**src/rtl/dff.sv**
```systemverilog
// dff: parameterizable-width storage register with a synchronous load enable
// and an asynchronous active-high reset. It is the basic state element for
// datapath holding registers such as accumulators and address/data latches.
//
// Ports:
//   clk      in   1      rising-edge clock
//   reset    in   1      asynchronous reset, active-high; forces q to RESET_VALUE
//   load     in   1      synchronous load enable, active-high
//   data_in  in   WIDTH  value captured on a rising edge when load is high
//   q        out  WIDTH  registered copy of the last loaded value
module dff #(
    parameter int unsigned      WIDTH       = 16,
    parameter logic [WIDTH-1:0] RESET_VALUE = '0
) (
    input  logic             clk,
    input  logic             reset,
    input  logic             load,
    input  logic [WIDTH-1:0] data_in,
    output logic [WIDTH-1:0] q
);

    // Reset is tested first, so it overrides load at an edge and clears q
    // between edges. With load low the register holds its current value.
    always_ff @(posedge clk or posedge reset) begin
        if (reset) begin
            q <= RESET_VALUE;
        end else if (load) begin
            q <= data_in;
        end
    end

endmodule

```
**config.mk**
```make
export PLATFORM = sky130hd
export DESIGN_NAME = dff
export DESIGN_NICKNAME = d
export VERILOG_FILES = /design/src/rtl/dff.sv
export SDC_FILE = /design/constraint.sdc
export NUM_CORES = 1
export LEC_CHECK = 0
export CAP_MARGIN = 20
export CORE_AREA = 2 2 54 56
export CTS_CLUSTER_DIAMETER = 150
export DETAILED_ROUTE_END_ITERATION = 10
export DIE_AREA = 0 0 56 58
export GPL_ROUTABILITY_DRIVEN = 0
export SLEW_MARGIN = 20
export SYNTH_ARGS = -nofsm -noshare
export SYNTH_HDL_FRONTEND = slang
export SYNTH_SLANG_ARGS = --single-unit
export TNS_END_PERCENT = 1
```
**constraint.sdc**
```tcl
create_clock -name clk -period 0.8 [get_ports clk]
set_input_delay 0.2 -clock clk [delete_from_list [all_inputs] [get_ports clk]]
set_output_delay 0.2 -clock clk [all_outputs]
set_load 0.01 [all_outputs]
```
==> flow_metrics.py <==
metrics = {
    "floorplanning": {
        "io-pin-count": 35,
        "row_count": 19,
        "die_h_um": 58,
        "start_util_pct": 24.5,
        "die_x_um": 56,
        "die_area_mm2": 0.00325,
        "core_area_mm2": 0.00266,
    },
    "final_layout": {
        "utilization_pct": 41.1,
        "largest_register_ffs": 16,
        "drive_above_1_share_pct": 60.0,
        "regMostFlops": "q",
        "syn_to_final_growth_pct": 67.4,
        "diodes": 0,
        "fin_nets": 106,
        "largestRegisters": "q: 16 flops",
    },
    "global_routing": {
        "grt.total_usage_pct": 9.67,
        "grt_max_degree": 11,
        "grt_pass1_wl_um": 2330,
        "globalRouteOverflowTotal": 0,
        "antenna_found_initial": 0,
        "grt_pass1_vias": 495,
    },
    "routing": {
        "viasPerCell": 4.02,
        "wl_per_cell_um": 12.6,
        "wl_um": 1460,
        "firstDrtPassIters": 4,
        "dr.first_iter.drc_count": 2,
        "final_antenna_net_count": 0,
        "drc": 0,
        "vias": 466,
    },
    "pwr": {
        "p_total_w": 0.00181,
        "vdd_drop_max_v": 0.000738,
        "total_leakage_power_nw": 0.532,
        "powerDensity_mw_per_mm2": 1660,
    },
    "sta": {
        "slew_violations": 0,
        "rsz0062_at_grt": "yes",
        "whs_ns": 0.220,
        "finalSetupViolations": 25,
        "hold_viol_final": 0,
        "worst_pin_slew_ns": 0.156,
        "timing.final.crit_share_pct": 125,
        "finClkSkew_ns": 0,
        "slew_headroom_pct": 89.7,
        "max_freq_ghz": 1.00,
        "worst_slack_ns": -0.200,
        "fin_crit_ns": 1.00,
    },
    "critical_path": {
        "cp_max_fo": 2,
        "critPathMaxStageDelay_ns": 0.39,
        "cp.arrival_ns": 0.80,
        "cp.required_ns": 0.60,
        "cpMaxStageDelayCell": "dfrtp_1",
        "cp_num_buf_inv": 1,
        "worstPathCellList": "buf_2",
        "critPathTopFamily": "flip-flops",
        "path_class": "register to output pin",
        "end_kind": "output pin",
        "cp-start-kind": "register",
    },
    "cts": {
        "cts_made_buffers": 3,
        "htree_levels": 1,
        "path_clk_slew_ns": 0.09,
        "cts.sinks": 16,
        "cts_hold_buf": 0,
        "clock-root-buffer": "clkbuf_4",
        "insertion_delay_ns": 0.27,
        "cts_buffer_depth": 2,
        "cts_tree": "done",
    },
    "logic_synthesis": {
        "syn-num-nets": 54,
        "yosys_warnings": 0,
        "syn_inst": 35,
        "ys_types": 6,
        "synth_seq_area_share_pct": 61.3,
        "ys_seq_elements": 16,
        "syn_area_um2": 653,
        "syn_area_per_cell_um2": 18.7,
    },
    "outcome": {
        "violations": "setup timing",
        "status": "finished with violations",
    },
    "min_path": {
        "hold_class": "primary input to asynchronous set/reset pin",
    },
    "run": {
        "maxCapViolations": 0,
    },
    "placed_design": {
        "hpwl_um": 1010,
        "io_buffers": 34,
    },
}
[Yosys cell counts]
master | n | area share [%]
buf_12 | 1 | 3.1
dfrtp_1 | 16 | 61
buf_6 | 1 | 1.7
mux2_2 | 6 | 10
mux2_4 | 10 | 23
inv_1 | 1 | 0.57
[cells by family (layout without fill, tap and decap cells)]
| family | Yosys count | after routing | share of synthesized area, % |
|---|---|---|---|
| multiplexers | 16 | 16 | 33.3 |
| buffers and inverters | 3 | 53 | 5.36 |
| flip-flops | 16 | 16 | 61.3 |
[repair_timing]
| action | 4_1_cts | 5_1_grt |
|---|---|---|
| setup buffers | 4 | 1 |
| cloned | 1 | 0 |
| endpoints found under the hold margin | 0 | 0 |
| pin swaps | 0 | 0 |
| resized for setup | 69 | 0 |
| endpoints found under the setup margin | 32 | 24 |
[power by group]
| group | switching [W] | internal (W) |
|---|---|---|
| Clock | 0.000224 | 0.000174 |
| Combinational | 0.000164 | 0.000327 |
| Sequential | 0.0000364 | 0.000889 |
[layout make-up]
cell class                 count  area, um^2
fill                         264        1570
timing repair buffer          49         410
sequential                    16         400
multi-input combinational     16         218
tap                           31        38.8
clock buffer                   3        22.5
inverter                       1        3.75
[worst min-delay path, cell delays in order]
cell and delay, ns:
clkdlybuf4s50_1 0.40, inv_1 0.08, buf_4 0.15
[final timing paths]
path / endpoint / cells past startpoint / slack, ns / start
worst max-delay path: q[14] / 1 / -0.20 / q[14]
worst min-delay path: q[5] / 3 / 0.22 / reset
worst max register to register: q[14] / 3 / -0.19 / q[14]
worst min register to register: q[0] / 1 / 0.51 / q[0]
max in group asynchronous: q[15] / 3 / 0.41 / reset
min in group clk: q[0] / 1 / 0.51 / q[0]
[metal layers]
metal / share of wire, % / GRT usage, %
met1: 45 / 12.1
met4: 0.55 / 5.10
met5: 0 / 0
met2: 45 / 14.5
met3: 9.2 / 3.79
[placed cells by master, fill, tap and decap left out]
master	n
buf_12	1
buf_16	1
buf_2	16
buf_4	12
buf_6	1
clkbuf_4	3
clkdlybuf4s15_2	1
clkdlybuf4s50_1	17
dfrtp_1	16
inv_1	1
mux2_2	6
mux2_4	10
[stage by stage]
stage               TNS, ns  setup WS [ns]  area [um^2]  instances
detailed placement   -12.79         -0.567         1080        107
global placement     -12.58         -0.546         1080        107
finish                -3.93         -0.200         1090        116
global route          -4.92         -0.248         1090        116
floorplan            -0.579        -0.0579          657         35
CTS                   -4.15         -0.212         1090        115
(Power assumes the default switching activity.)
